[config.mk]
export PLATFORM = sky130hd
export DESIGN_NAME = snitch_shared_muldiv_arbiter
export DESIGN_NICKNAME = d
export VERILOG_FILES = /design/src/rtl/snitch_shared_muldiv_arbiter_pkg.sv /design/src/rtl/snitch_shared_muldiv_arbiter_rr_picker.sv /design/src/rtl/snitch_shared_muldiv_arbiter.sv
export SDC_FILE = /design/constraint.sdc
export NUM_CORES = 1
export LEC_CHECK = 0
export ABC_AREA = 0
export CAP_MARGIN = 20
export CELL_PAD_IN_SITES_DETAIL_PLACEMENT = 0
export CELL_PAD_IN_SITES_GLOBAL_PLACEMENT = 1
export CORE_AREA = 2 2 405 407
export DETAILED_ROUTE_END_ITERATION = 8
export DIE_AREA = 0 0 407 409
export GPL_ROUTABILITY_DRIVEN = 0
export PLACE_DENSITY = 0.46
export SLEW_MARGIN = 20
export SYNTH_ARGS = -nofsm -noshare
export SYNTH_HDL_FRONTEND = slang
export SYNTH_SLANG_ARGS = --single-unit
export TNS_END_PERCENT = 30
[constraint.sdc]
create_clock -name clk_i -period 6.2 [get_ports clk_i]
set_input_delay 1.24 -clock clk_i [delete_from_list [all_inputs] [get_ports clk_i]]
set_output_delay 1.24 -clock clk_i [all_outputs]
set_load 0.1 [all_outputs]
[src/rtl/snitch_shared_muldiv_arbiter_pkg.sv]
// -----------------------------------------------------------------------------
// snitch_shared_muldiv_arbiter_pkg
// Shared types for the cluster-level integer multiply/divide unit and its
// per-core request arbiter.
//   MuldivReqWidth / MuldivRspWidth : payload widths on the accelerator port
//   muldiv_op_e                     : operation selector
//   muldiv_req_t / muldiv_rsp_t     : packed request / response payloads
//   arb_state_e                     : arbiter FSM state
// -----------------------------------------------------------------------------
package snitch_shared_muldiv_arbiter_pkg;

  localparam int unsigned MuldivReqWidth = 104;
  localparam int unsigned MuldivRspWidth = 37;

  typedef enum logic [2:0] {
    MUL, MULH, MULHSU, MULHU, DIV, DIVU, REM, REMU
  } muldiv_op_e;

  // Raw instruction word is forwarded alongside the decoded op so the unit
  // can recover sub-fields without a second decode.
  typedef struct packed {
    logic [31:0] instr;
    logic [31:0] operand_a;
    logic [31:0] operand_b;
    muldiv_op_e  op;
    logic [4:0]  rd_id;
  } muldiv_req_t;

  typedef struct packed {
    logic [31:0] result;
    logic [4:0]  rd_id;
  } muldiv_rsp_t;

  typedef enum logic {
    IDLE,
    HOLD
  } arb_state_e;

endpackage

[src/rtl/snitch_shared_muldiv_arbiter_rr_picker.sv]
// -----------------------------------------------------------------------------
// snitch_shared_muldiv_arbiter_rr_picker
// Combinational round-robin picker: finds the first set bit of `valid`
// scanning upward from ptr+1 with wrap, so the last winner has lowest
// priority.
//   valid : request vector
//   ptr   : index of the previous winner
//   gnt   : one-hot grant
//   idx   : binary index of the grant
//   found : any request present
// -----------------------------------------------------------------------------
module snitch_shared_muldiv_arbiter_rr_picker #(
  parameter  int unsigned NrCores = 8,
  localparam int unsigned IdxW    = $clog2(NrCores)
) (
  input  logic [NrCores-1:0] valid,
  input  logic [IdxW-1:0]    ptr,
  output logic [NrCores-1:0] gnt,
  output logic [IdxW-1:0]    idx,
  output logic               found
);

  logic [IdxW-1:0] cand;

  always_comb begin
    // NOTE: every output gets a default before the loop, so no path leaves
    // a value unassigned and no latch is inferred.
    gnt   = '0;
    idx   = '0;
    found = 1'b0;
    cand  = '0;
    for (int unsigned k = 1; k <= NrCores; k++) begin
      // Modulo keeps the scan correct for non-power-of-2 core counts.
      cand = IdxW'((32'(ptr) + k) % NrCores);
      if (!found && valid[cand]) begin
        found     = 1'b1;
        idx       = cand;
        gnt[cand] = 1'b1;
      end
    end
  end

endmodule

[src/rtl/snitch_shared_muldiv_arbiter.sv]
// -----------------------------------------------------------------------------
// snitch_shared_muldiv_arbiter
// Shares one multiply/divide unit among NrCores cores. Requests are
// arbitrated round-robin; a granted request is held until the unit accepts
// it. Issued core indices go into an in-order FIFO so responses return to
// their issuer.
//
// Optional build macro: SNITCH_MULDIV_ARB_STALL_EN
//   defined   -> core_stall_o[i] pulses whenever core i is valid but not
//                accepted (feeds performance counters)
//   undefined -> core_stall_o tied to 0
//
// Ports
//   clk_i, rst_i        clock, synchronous active-high reset
//   core_q*_i/o         per-core request channel (payload slice i = core i)
//   core_p*_i/o         per-core response channel, payload broadcast
//   mul_q*_i/o          request channel to the muldiv unit
//   mul_p*_i/o          in-order response channel from the muldiv unit
//   core_stall_o        per-core contention strobe
// -----------------------------------------------------------------------------
module snitch_shared_muldiv_arbiter
  import snitch_shared_muldiv_arbiter_pkg::*;
#(
  parameter int unsigned NrCores        = 8,
  parameter int unsigned MaxOutstanding = 4,
  parameter int unsigned ReqWidth       = MuldivReqWidth,
  parameter int unsigned RspWidth       = MuldivRspWidth
) (
  input  logic                        clk_i,
  input  logic                        rst_i,
  input  logic [NrCores-1:0]          core_qvalid_i,
  output logic [NrCores-1:0]          core_qready_o,
  input  logic [NrCores*ReqWidth-1:0] core_qdata_i,
  output logic [NrCores-1:0]          core_pvalid_o,
  input  logic [NrCores-1:0]          core_pready_i,
  output logic [RspWidth-1:0]         core_pdata_o,
  output logic                        mul_qvalid_o,
  input  logic                        mul_qready_i,
  output logic [ReqWidth-1:0]         mul_qdata_o,
  input  logic                        mul_pvalid_i,
  output logic                        mul_pready_o,
  input  logic [RspWidth-1:0]         mul_pdata_i,
  output logic [NrCores-1:0]          core_stall_o
);

  localparam int unsigned IdxW = $clog2(NrCores);
  localparam int unsigned PtrW = (MaxOutstanding > 1) ? $clog2(MaxOutstanding) : 1;
  localparam int unsigned CntW = $clog2(MaxOutstanding + 1);

  typedef logic [IdxW-1:0] idx_t;
  typedef logic [PtrW-1:0] ptr_t;
  typedef logic [CntW-1:0] cnt_t;

  arb_state_e state_q;
  idx_t       grant_q;
  idx_t       rr_ptr_q;
  idx_t       fifo_q [MaxOutstanding];
  ptr_t       wr_ptr_q, rd_ptr_q;
  cnt_t       count_q;

  logic [NrCores-1:0] pick_gnt, sel_gnt;
  idx_t               pick_idx, sel_idx, head;
  logic               pick_found, full, empty, req_active, q_hs, p_hs;

  snitch_shared_muldiv_arbiter_rr_picker #(
    .NrCores (NrCores)
  ) i_rr_picker (
    .valid (core_qvalid_i),
    .ptr   (rr_ptr_q),
    .gnt   (pick_gnt),
    .idx   (pick_idx),
    .found (pick_found)
  );

  function automatic ptr_t ptr_inc(input ptr_t p);
    return (p == ptr_t'(MaxOutstanding - 1)) ? '0 : p + 1'b1;
  endfunction

  assign full  = (count_q == cnt_t'(MaxOutstanding));
  assign empty = (count_q == '0);

  // Full only blocks fresh grants; HOLD was entered with a free slot. Full
  // is the registered count, so a same-cycle pop does not open a slot.
  always_comb begin
    sel_idx    = pick_idx;
    sel_gnt    = pick_gnt;
    req_active = !full && pick_found;
    if (state_q == HOLD) begin
      sel_idx    = grant_q;
      sel_gnt    = NrCores'(1) << grant_q;
      req_active = 1'b1;
    end
    if (rst_i) req_active = 1'b0;
  end

  assign mul_qvalid_o  = req_active;
  assign mul_qdata_o   = req_active ? core_qdata_i[32'(sel_idx)*ReqWidth +: ReqWidth] : '0;
  assign core_qready_o = (req_active && mul_qready_i) ? sel_gnt : '0;
  assign q_hs          = req_active && mul_qready_i;

  // Response routing follows the oldest outstanding index.
  assign head = fifo_q[rd_ptr_q];

  always_comb begin
    core_pvalid_o = '0;
    mul_pready_o  = 1'b0;
    if (!empty && !rst_i) begin
      core_pvalid_o[head] = mul_pvalid_i;
      mul_pready_o        = core_pready_i[head];
    end
  end

  assign p_hs         = mul_pvalid_i && mul_pready_o;
  assign core_pdata_o = mul_pdata_i;

  // NOTE: sequential state uses non-blocking assignments so every register
  // samples pre-edge values regardless of statement order.
  always_ff @(posedge clk_i) begin
    if (rst_i) begin
      state_q  <= IDLE;
      grant_q  <= '0;
      rr_ptr_q <= idx_t'(NrCores - 1);
      wr_ptr_q <= '0;
      rd_ptr_q <= '0;
      count_q  <= '0;
    end else begin
      if (q_hs) begin
        wr_ptr_q <= ptr_inc(wr_ptr_q);
        rr_ptr_q <= sel_idx;
        state_q  <= IDLE;
      end else if (state_q == IDLE && req_active) begin
        grant_q <= pick_idx;
        state_q <= HOLD;
      end
      if (p_hs) rd_ptr_q <= ptr_inc(rd_ptr_q);
      if (q_hs && !p_hs)      count_q <= count_q + 1'b1;
      else if (!q_hs && p_hs) count_q <= count_q - 1'b1;
    end
  end

  // NOTE: FIFO storage is not reset; entries are only read below count_q,
  // which is reset, so clearing the array would only add reset fan-out.
  always_ff @(posedge clk_i) begin
    if (q_hs) fifo_q[wr_ptr_q] <= sel_idx;
  end

`ifdef SNITCH_MULDIV_ARB_STALL_EN
  assign core_stall_o = rst_i ? '0 : (core_qvalid_i & ~core_qready_o);
`else
  assign core_stall_o = '0;
`endif

`ifndef SYNTHESIS
  // A core must not drop a request that is waiting for the unit.
  hold_valid_kept : assert property (@(posedge clk_i) disable iff (rst_i)
    (state_q == HOLD) |-> core_qvalid_i[grant_q]);
  // The unit may only respond to something that was issued.
  no_rsp_when_empty : assert property (@(posedge clk_i) disable iff (rst_i)
    mul_pvalid_i |-> !empty);
`endif

endmodule

---- Word level (Yosys, flattened, before mapping) ----
Memory sizes are Yosys's and may differ from the RTL's. A register that Yosys moved wholly into a read port is not among the register bits.
Cells that the tools add are included.
storage, ports and cells
  bits in registers ....................... 14
  bits in writable memories ............... 12
  input bits .............................. 889
  output and inout bits ................... 167
  memories ................................ 1
operators by class
  add/subtract/negate cells ............... 12
  multiply operators ...................... 1
  magnitude comparators ................... 18
  equality and inequality tests ........... 3
  shift-type cells ........................ 2
  mux-type cells .......................... 76
  bitwise operators ....................... 10
  reduce and logical (&&, ||, !) cells .... 39
memories
  memory  words  bits a word  rd ports  clocked after memory_dff  write ports  line                                source
  fifo_q  4      3            1         1                         1            snitch_shared_muldiv_arbiter.sv:57  idx_t fifo_q [MaxOutstanding];
operator list
  cell                   count
  $shiftx A832 B11 Y104  1
  $mux W104              1
  $mux W8                11
  $or A8 B8 Y8           7
  $lt A3 B4 Y1 const B   9
  $mux W3                11
  $mux W1                31
  $bmux W1 S3            9
  $demux W1 S3           9
  $ge A3 B1 Y1 const B   9
  $logic_and A1 B1 Y1    23
  $add A3 B3 Y3 const B  4
  $logic_not A1 Y1       12
  $add A3 B1 Y3 const B  3
  $and A8 B8 Y8          1
  $mux W2                4
  $shl A1 B3 Y8 const A  1
  $mul A3 B4 Y7 const B  1
  $add A3 B2 Y3 const B  2
  $add A2 B1 Y2 const B  2
  $eq A2 B2 Y1 const B   2
  $eq A3 B3 Y1 const B   1
  $logic_not A3 Y1       1
  $sub A3 B1 Y3 const B  1
  4 further kinds        5

---- Logic depth before layout (Yosys ltp) ----
Gate-level depths: netlist (run 1).
  depth in word-level cells ............... 33
  depth in mapped cells ................... 20

---- Cells and area by module ----
From an unflattened synthesis (run 1), not the netlist that was laid out.
unflattened totals
  cell total of the unflattened synthesis .. 2047
  area total of the unflattened synthesis .. 10422.5 µm²
by module, submodules not included
  module                                  times used  cells an instance  area an instance (µm²)  sequential area each (µm²)
  snitch_shared_muldiv_arbiter            1           1924               9250.1                  680.7
  snitch_shared_muldiv_arbiter_rr_picker  1           123                1172.4                  0.0

---- Worst setup path before layout (run 1) ----
No wires, ideal clock.
  kind .................................... flip-flop to output port
  start ................................... reg rr_ptr_q[1]
  end ..................................... out mul_qdata_o[97]
  data arrival time ....................... 5462 ps
  required time ........................... 4960 ps
  slack ................................... -502 ps
  stages on the path, launching flop included .. 18
  path through ............................ dfxtp_1 > clkbuf_1 > clkbuf_1 > inv_1 > ha_1 > buf_2 > mux2_1 > mux4_2 > nand4b_2 > nor3_2 > a31oi_1 > a22oi_4 > buf_6 > buf_2 > buf_2 > a21oi_1 > a32o_1 > o22ai_1
between the ends
  word-level cells in the longest chain between the ends .. 29
RTL lines
  what                                                     line                                                                    source
  start: declaration                                       snitch_shared_muldiv_arbiter.sv:56                                      idx_t rr_ptr_q;
  start signal: assignment                                 snitch_shared_muldiv_arbiter.sv:122                                     rr_ptr_q <= idx_t'(NrCores - 1);
  start signal: assignment                                 snitch_shared_muldiv_arbiter.sv:129                                     rr_ptr_q <= sel_idx;
  $add A3 B1 Y3                                            snitch_shared_muldiv_arbiter_rr_picker.sv:34                            cand = IdxW'((32'(ptr) + k) % NrCores);
  $bmux W1 S3                                              snitch_shared_muldiv_arbiter_rr_picker.sv:35                            if (!found && valid[cand]) begin
  $mux W1 (not written as such)                            snitch_shared_muldiv_arbiter_rr_picker.sv:35
  $mux W1                                                  snitch_shared_muldiv_arbiter_rr_picker.sv:35
  $logic_not A1 Y1                                         snitch_shared_muldiv_arbiter_rr_picker.sv:35
  $logic_and A1 B1 Y1                                      snitch_shared_muldiv_arbiter_rr_picker.sv:35
  $mux W1                                                  snitch_shared_muldiv_arbiter_rr_picker.sv:35
  $logic_not A1 Y1                                         snitch_shared_muldiv_arbiter_rr_picker.sv:35
  (+13 left out)                                           n/a
  $mux W1                                                  snitch_shared_muldiv_arbiter_rr_picker.sv:35
  $logic_not A1 Y1                                         snitch_shared_muldiv_arbiter_rr_picker.sv:35
  $logic_and A1 B1 Y1                                      snitch_shared_muldiv_arbiter_rr_picker.sv:35
  $mux W3 / $mux W1 (equally long branches)                snitch_shared_muldiv_arbiter_rr_picker.sv:35
  $mux W3 / $logic_and A1 B1 Y1 (equally long branches)    snitch_shared_muldiv_arbiter.sv:88, snitch_shared_muldiv_arbiter.sv:87
  $mul A3 B4 Y7 / $mux W1 (equally long branches)          snitch_shared_muldiv_arbiter.sv:97, snitch_shared_muldiv_arbiter.sv:88
  $shiftx A832 B11 Y104 / $mux W1 (equally long branches)  snitch_shared_muldiv_arbiter.sv:97, snitch_shared_muldiv_arbiter.sv:93
  $mux W104 *                                              snitch_shared_muldiv_arbiter.sv:97                                      assign mul_qdata_o = req_active ? core_qdata_i[32'(sel_idx)*ReqWidth +: ReqWidth] : '0;
  end: declaration                                         snitch_shared_muldiv_arbiter.sv:39                                      output logic [ReqWidth-1:0] mul_qdata_o,
Mark *: on every way between the ends. The rest lies on a longest branch, timed or not. The select of a mux whose other input is x is not followed.

---- Worst setup path in the final report (run 1) ----
  start ................................... in core_qvalid_i[2]
  end ..................................... out mul_qdata_o[36]
between the ends
  word-level cells in the longest chain between the ends .. 28
RTL lines
  what                                                     line                                                                    source
  start: declaration                                       snitch_shared_muldiv_arbiter.sv:31                                      input logic [NrCores-1:0] core_qvalid_i,
  $bmux W1 S3                                              snitch_shared_muldiv_arbiter_rr_picker.sv:35
  $mux W1 (not written as such)                            snitch_shared_muldiv_arbiter_rr_picker.sv:35
  $mux W1                                                  snitch_shared_muldiv_arbiter_rr_picker.sv:35
  $logic_not A1 Y1                                         snitch_shared_muldiv_arbiter_rr_picker.sv:35
  $logic_and A1 B1 Y1                                      snitch_shared_muldiv_arbiter_rr_picker.sv:35
  $mux W1                                                  snitch_shared_muldiv_arbiter_rr_picker.sv:35
  $logic_not A1 Y1                                         snitch_shared_muldiv_arbiter_rr_picker.sv:35
  $logic_and A1 B1 Y1                                      snitch_shared_muldiv_arbiter_rr_picker.sv:35
  (+12 left out)                                           n/a
  $mux W1                                                  snitch_shared_muldiv_arbiter_rr_picker.sv:35
  $logic_not A1 Y1                                         snitch_shared_muldiv_arbiter_rr_picker.sv:35
  $logic_and A1 B1 Y1                                      snitch_shared_muldiv_arbiter_rr_picker.sv:35
  $mux W3 / $mux W1 (equally long branches)                snitch_shared_muldiv_arbiter_rr_picker.sv:35
  $mux W3 / $logic_and A1 B1 Y1 (equally long branches)    snitch_shared_muldiv_arbiter.sv:88, snitch_shared_muldiv_arbiter.sv:87
  $mul A3 B4 Y7 / $mux W1 (equally long branches)          snitch_shared_muldiv_arbiter.sv:97, snitch_shared_muldiv_arbiter.sv:88
  $shiftx A832 B11 Y104 / $mux W1 (equally long branches)  snitch_shared_muldiv_arbiter.sv:97, snitch_shared_muldiv_arbiter.sv:93
  $mux W104 *                                              snitch_shared_muldiv_arbiter.sv:97
Marks and branches as above.

==> results.yml, run 1 <==
clocking:
  cts_root_buffer: "clkbuf_16"
  cts.path.max_buffers: 2
  clkTransAtPathRegs_ns: 0.07
  cts_tree: "done"
  numCtsBuffers: 3
  htreeDepth: 1
  clk_latency_ns: 0.27
  numClockSinks: 28
floorplanning:
  core_um2: 162000
  die-area_um2: 166000
  placementRows: 148
  ios: 1056
  chipWidth_um: 407
  initial_core_util_pct: 6.15
  die_h_um: 409
global_route:
  grt_pass1_wl_mm: 152
  busiest_layer: "met2"
  grt_overflow_total: 0
  grt_use_total_pct: 13.4
  antenna_found_initial: 78
  grt_max_degree: 59
  grtUsageMet2_pct: 22.0
  grt_pass1_vias: 16100
  met1_usage_pct: 16.6
  use_met3_pct: 5.30
layout:
  layout_commonest_cell: "clkdlybuf4s50_1"
  syn_to_final_growth_pct: 152
  mostFrequentLayoutCells: "clkdlybuf4s50_1, nand2_1, buf_4"
  fin_util_pct: 15.5
  layout.nets: 3255
  final_layout_size_suffix_gt1_share_pct: 26.4
synth:
  synth-seq-cells: 28
  syn-mean-instance-area_um2: 7.61
  synth_area_um2: 9970
  yosysTopAreaCellShare_pct: 12.4
  yosysWarningCount: 0
  synth_cell_types: 68
  postSynthCellCount: 1310
  synth_edf_count: 12
  seq_area_frac_synth_pct: 6.83
  ys_dominant_reg_cell: "dfxtp_1"
  yosys.area.top_type: "nand2_1"
  synth.area.top_cells: "nand2_1, mux2_2, a222oi_1, a32o_1, o22ai_2"
  synthArstFlopShare_pct: 0
timing:
  worst_slack_ns: 0.0569
  worst_pin_slew_ns: 1.13
  period_share_pct: 99.1
  drv_slew: 0
  maxSlewHeadroom_pct: 24.2
  clock_skew_ns: 0.00377
  max_freq_ghz: 0.163
  setup_viol: 0
  finalHoldViolCount: 0
  fin_crit_ns: 6.14
  rsz0062_at_grt: "yes"
hold_path:
  hp-class: "reg -> reg"
setup_path:
  worst_ep_required_time_ns: 4.96
  critPathSlowestCell: "a222oi_1"
  worst_path_largest_cell_delay_ns: 0.72
  start_kind: "primary input"
  worstSetupPathType: "in -> out"
  crit_path_end_kind: "output port"
  crit_path_max_fanout: 12
  cp_data_arrival_time_ns: 4.90
  crit_chain: "buf_2, mux2_4, mux4_2, buf_6, nor4b_4, a22oi_2, nand3_2, a22oi_4, buf_12, buf_6, buf_12, buf_4, buf_4, a222oi_1, o22ai_2, buf_12"
  cpMostUsedCell: "buf_12"
power:
  p_per_area_nw_per_um2: 777
  p_leak_uw: 0.00888
  total_power_uw: 19500
  ir_drop_v: 0.000338
detailed_routing:
  vias_per_cell: 3.54
  num_vias: 16100
  dr.pass1.iters: 9
  avgRoutedWirePerCell_um: 26.1
  ant_nets: 0
  drcViolationCount: 0
  initialDrtViolationCount: 1785
  drt_wl_total_mm: 119
run:
  drv_cap: 0
outcome:
  outcome: "finished, final reports clean"
placement:
  dpl.hpwl_mm: 105
  port_buffers: 973
  place_ws_ns: -0.699
## metrics by stage
stage / std cells / hold WS (ns) / TNS, ns / instance area (um^2)
floorplan: 1317 / 0.471 / -14.22 / 10100
global placement: 4496 / 0.506 / -36.02 / 24600
detailed placement: 4496 / 0.513 / -35.87 / 24600
CTS: 4523 / 0.523 / 0 / 25000
global route: 4532 / 0.550 / -0.0410 / 25100
finish: 4542 / 0.519 / 0 / 25100
## logic make-up (layout without fill, tap and decap cells)
kind of cell    count (synthesis)  after routing  share of synthesized area, %
xor+xnor                        5              5                         0.439
compound gates                476            476                          41.5
other cells                     1             23                        0.0376
simple gates                  423            423                          17.8
mux                           155            155                          19.1
buf+inv                       209           1244                          12.6
fa+ha+maj                      13             13                          1.71
flops                          28             28                          6.83
## final cells by class
cell class	count	area, um^2
fill	18400	137000
sequential	28	681
tap	2175	2720
timing repair buffer	1226	13200
multi-input combinational	1080	8280
clock buffer	3	75.1
antenna	15	37.5
clock inverter	1	30.0
inverter	14	65.1
## path summary, 6_finish.rpt
check / start / end / slack, ns / cells past startpoint
setup reg to reg: rr_ptr_q[1] / count_q[2] / 1.55 / 18
hold reg to reg: count_q[2] / count_q[2] / 0.52 / 2
setup / recovery: core_qvalid_i[2] / mul_qdata_o[36] / 0.06 / 16
hold / removal: count_q[2] / count_q[2] / 0.52 / 2
## power breakdown
part	internal (uW)	leakage (uW)	switching [uW]	total [uW]
logic	7350	0.00859	11700	19100
clock network	129	0.0000512	65.1	194
registers	240	0.000241	28.0	268
## state kept, by name, summed over array words and instances (netlist names), named ones only
register and cells:
rd_ptr_q 2, wr_ptr_q 2, grant_q 3, state_q 1, fifo_q 12, rr_ptr_q 3
count_q 3
## layer usage
layer	vias to the layer above	wire length, um
met5	-	410
met4	64	2530
met3	194	13400
met2	913	54600
met1	7665	47800
li1	7241	-
## critical path, delay by kind of cell
family                 cells  cell delay (ns)
muxes                      2             0.82
AOI/OAI and AO/OA          4             1.14
and+or+nand+nor            2             0.41
buffers and inverters      8             1.27
## synth_stat cells, drive strengths merged (14+ instances only)
| master | count |
|---|---|
| clkbuf | 44 |
| a21oi | 111 |
| dfxtp | 16 |
| nor2 | 42 |
| a32o | 105 |
| mux2i | 25 |
| a222oi | 105 |
| o22ai | 106 |
| buf | 151 |
| mux4 | 16 |
| mux2 | 114 |
| nand2 | 331 |
| inv | 14 |
## repair_timing
action,in CTS,in global routing
buffers inserted,23,6
gates cloned,0,1
hold buffers,0,0
endpoints found under the setup margin,104,27
gates resized for setup,56,12
pin swaps,13,17
(Power assumes the default switching activity.)
==> run 2, diff against run 1 <==
Settings changed: SLEW_MARGIN 20 to 25.
==> run 2 against run 1 <==
Clock skew is 0.00061 ns higher. Register-to-register slack worse by 0.03 ns. Routed wire length is 0.25% lower. Largest power group unchanged.
==> results.yml, run 2 (synthesized netlist as in run 1, its figures left out) <==
timing:
  max_freq_ghz: 0.164
  period_share_pct: 98.2
  finalHoldViolCount: 0
  rsz0062_at_grt: "yes"
  worst_pin_slew_ns: 0.907
  maxSlewHeadroom_pct: 39.4
  clock_skew_ns: 0.00438
  setup_viol: 0
  drv_slew: 0
  fin_crit_ns: 6.09
  fin_tns_setup_ns: 0
detailed_routing:
  drt_wl_total_mm: 118
  dr.pass1.iters: 9
  ant_nets: 0
  drcViolationCount: 0
  vias_per_cell: 3.55
  avgRoutedWirePerCell_um: 26.1
  initialDrtViolationCount: 1852
  num_vias: 16100
placement:
  dpl.hpwl_mm: 105
  port_buffers: 973
floorplanning:
  initial_core_util_pct: 6.15
  ios: 1056
  placementRows: 148
  die-area_um2: 166000
  die_h_um: 409
  chipWidth_um: 407
  core_um2: 162000
power:
  p_per_area_nw_per_um2: 777
  ir_drop_v: 0.000356
  p_leak_uw: 0.00889
  p_seq_share_pct: 1.4
  pwr-share-clk_pct: 1.0
  p_sw_share_pct: 60.5
  power_frac_comb_pct: 97.6
  intPower_uw: 7700
  switching_power_uw: 11800
layout:
  layout.nets: 3255
  num-fill-cells: 18300
  mostFrequentLayoutCells: "clkdlybuf4s50_1, nand2_1, buf_4"
  seq_area_um2: 681
  fin_util_pct: 15.5
  top_register: "fifo_q"
  largest_reg_flops: 12
  multiInputGateArea_um2: 8270
  layout_commonest_cell: "clkdlybuf4s50_1"
  final_layout_size_suffix_gt1_share_pct: 26.4
  syn_to_final_growth_pct: 152
clocking:
  numClockSinks: 28
  clkTransAtPathRegs_ns: 0.07
  clk_latency_ns: 0.27
  holdBufCountCts: 0
  cts_root_buffer: "clkbuf_16"
  cts_tree: "done"
  cts.path.max_buffers: 2
  numCtsBuffers: 3
  htreeDepth: 1
setup_path:
  cp_num_cells: 16
  crit_path_max_fanout: 26
  cp_data_arrival_time_ns: 4.85
  worst_path_largest_cell_delay_ns: 0.56
  cpLargestDelayFamily: "compound AO/OA/AOI/OAI gates"
  start_kind: "primary input"
  cp.buffers_inverters: 7
  worstSetupPathType: "in -> out"
  r2r_slack_ns: 1.52
  crit_path_end_kind: "output port"
  reg2reg_depth: 19
  critPathSlowestCell: "a222oi_1"
  worst_ep_required_time_ns: 4.96
  crit_chain: "buf_2, mux2_4, mux4_2, buf_4, nand2b_4, a21oi_2, o32ai_4, buf_4, o31a_1, o22ai_4, buf_12, buf_4, a222oi_1, o22ai_2, buf_6, buf_12"
  cpMostUsedCell: "buf_4"
global_route:
  antenna_found_initial: 65
  grt_use_total_pct: 13.4
  grt_overflow_total: 0
  grt_pass1_wl_mm: 152
  grt_max_degree: 59
  grt_pass1_vias: 16200
outcome:
  outcome: "finished, final reports clean"
hold_path:
  hp-class: "reg -> reg"
  hold_depth: 2
run:
  drv_cap: 0
## run 2: cell count changes in the layout (fill, tap and decap cells not counted), sizes merged
cell	delta
buf	+2
clkbuf	-1
clkdlybuf4s50	-1
diode	-8
## run 2: routing by layer
layer / vias up / track usage (%) / share of wire [%] / routed length, um
li1: 7221 / - / - / -
met1: 7731 / 16.9 / 41 / 48700
met2: 943 / 22.3 / 47 / 55200
met3: 150 / 4.77 / 11 / 12500
met4: 44 / 1.62 / 1.5 / 1730
met5: - / 0 / 0.25 / 299
## run 2: cell type report
cell class | count | share of cell area, %
flip-flops and latches | 28 | 2.71
diodes | 7 | 0.0698
clock buffers | 3 | 0.299
inverters | 14 | 0.259
multi-input cells | 1080 | 33.0
well taps | 2175 | 10.8
repair buffers | 1226 | 52.7
clock inverters | 1 | 0.120
## run 2: worst min-delay path, cell delays in order, from the launching register on
cell	delay, ns
dfxtp_1	0.34
o21ai_0	0.08
a21oi_1	0.06
## run 2: path summary, 6_finish.rpt
kind	to	startpoint
setup / recovery	mul_qdata_o[54]	core_qvalid_i[6]
hold / removal	count_q[2]	count_q[2]
setup reg to reg	count_q[2]	rr_ptr_q[1]
hold reg to reg	count_q[2]	count_q[2]
## run 2: power by group through the flow
stage / Sequential, uW / Clock (uW) / Combinational [uW]
after detailed placement: 272 / 0 / 18900
after CTS: 268 / 203 / 19100
after floorplan: 261 / 0 / 10600
after global routing: 273 / 209 / 19900
final: 268 / 196 / 19000
after global placement: 272 / 0 / 18900
## run 2: timing repair
item                                    4_1_cts  5_1_grt
resized for setup                            51       30
setup buffers                                18       12
endpoints found under the setup margin      104       27
pin swaps                                     9       14
## run 2: through the flow
stage	std cells	power (uW)	worst slack (ns)	hold WS, ns	instance area, um^2
2_1_floorplan	1317	10900	-0.502	0.471	10100
3_3_place_gp	4496	19200	-0.683	0.506	24600
3_5_place_dp	4496	19100	-0.739	0.513	24600
4_1_cts	4518	19600	0.0480	0.523	24900
5_1_grt	4530	20400	-0.00400	0.550	25100
6_report	4534	19500	0.111	0.514	25100
==> RTL change (settings of run 1) <==
The option `SNITCH_MULDIV_ARB_STALL_EN` is turned on by a define.
--- a/src/rtl/snitch_shared_muldiv_arbiter.sv
+++ b/src/rtl/snitch_shared_muldiv_arbiter.sv
@@ -18,6 +18,8 @@
 //   mul_p*_i/o          in-order response channel from the muldiv unit
 //   core_stall_o        per-core contention strobe
 // -----------------------------------------------------------------------------
+`define SNITCH_MULDIV_ARB_STALL_EN
+
 module snitch_shared_muldiv_arbiter
   import snitch_shared_muldiv_arbiter_pkg::*;
 #(
Function: not settled (the Yosys comparison gave no result); the edit may change what the design does.
==> RTL change against run 1 <==
Cell area is 18% higher; hold slack worse by 0.0022 ns; area after synthesis is 25% higher; highest routed layer unchanged; global-route usage is 3.8 points higher; critical endpoint is now mul_qdata_o[58]; wire length is 27% higher; die area stayed put; critical path depth is 1 higher; sequential cell count stayed put; clock skew is 0.0057 ns higher; worst setup slack worse by 0.0065 ns.
Power is not shown: default switching activity piles up to over one toggle a cycle in this logic, so the estimate is an artifact.
==> RTL change: results (changes against run 1) <==
* Initial antenna violation count at 112 (+44%)
* Sequential element share of the synthesized area at 5.48% (-1.4 points)
* Core Util, Final at 18.4% (+2.9 points)
* Met2 wire length at 73000 um (+34%)
* XOR/XNOR share of the synthesized area at 0.423% (-0.016 points)
* DRT Pass-1 Iters at 7 (-2)
* Status: completed
* Global-route wire length before repair at 194000 um (+28%)
* Multiplexer share of the synthesized area at 15.8% (-3.4 points)
* Global Route met1 Usage at 21.5% (+4.9 points)
* Post-detail-place hpwl at 131000 um (+25%)
* Number of global-route vias before repair at 20420 (+27%)
* Worst-path cell with the longest stage delay: mux4_2
* CP Max Fanout at 7 (-5)
* Port bufs at 981 (+0.82%)
* Crit-path max cell delay at 0.49 ns (-0.23 ns)
* GR Util met2 at 29.8% (+7.8 points)
* Nets at 3819 (+17%)
* M3 GR Usage at 4.03% (-1.3 points)
* Avg Cell Area, Syn at 6.70 um^2 (-12%)
* Final non-clock buffer share at 48.9% (-3.8 points)
* Placed Cells at 5053 (+12%)
* Via density at 4.06 (+15%)
* All-Layer GR Usage at 17.2% (+3.8 points)
* #MultiIn Comb at 1323 (+23%)
* Layout cells sized above 1 at 23.6% (-2.9 points)
RTL change: changes by cell type after synthesis, sizes merged, moves of 104 or more:
cell	before	now
o21ai	10	220
inv	14	220
a32o	105	0
mux2i	25	136
mux2	114	9
a31oi	4	211
and4	0	104
nand2	331	29
o221ai	0	208
clkbuf	44	201
a222oi	105	1
o22ai	106	1
RTL change: final timing paths:
| check | start | to | cells past startpoint |
|---|---|---|---|
| worst min-delay path | count_q[2]$_SDFFE_PP0P_ | count_q[2]$_SDFFE_PP0P_ | 2 |
| worst min register to register | count_q[2]$_SDFFE_PP0P_ | count_q[2]$_SDFFE_PP0P_ | 2 |
| worst max register to register | rr_ptr_q[0]$_SDFFE_PP1P_ | count_q[2]$_SDFFE_PP0P_ | 20 |
| worst max-delay path | core_qvalid_i[1] | mul_qdata_o[58] | 17 |
RTL change: what timing repair did:
item	CTS	global route
endpoints found under the setup margin	108	104
cloned	4	0
hold buffers	0	0
gates resized for setup	179	59
pin swaps	19	19
buffers inserted	20	14
hold endpoints to repair	0	0
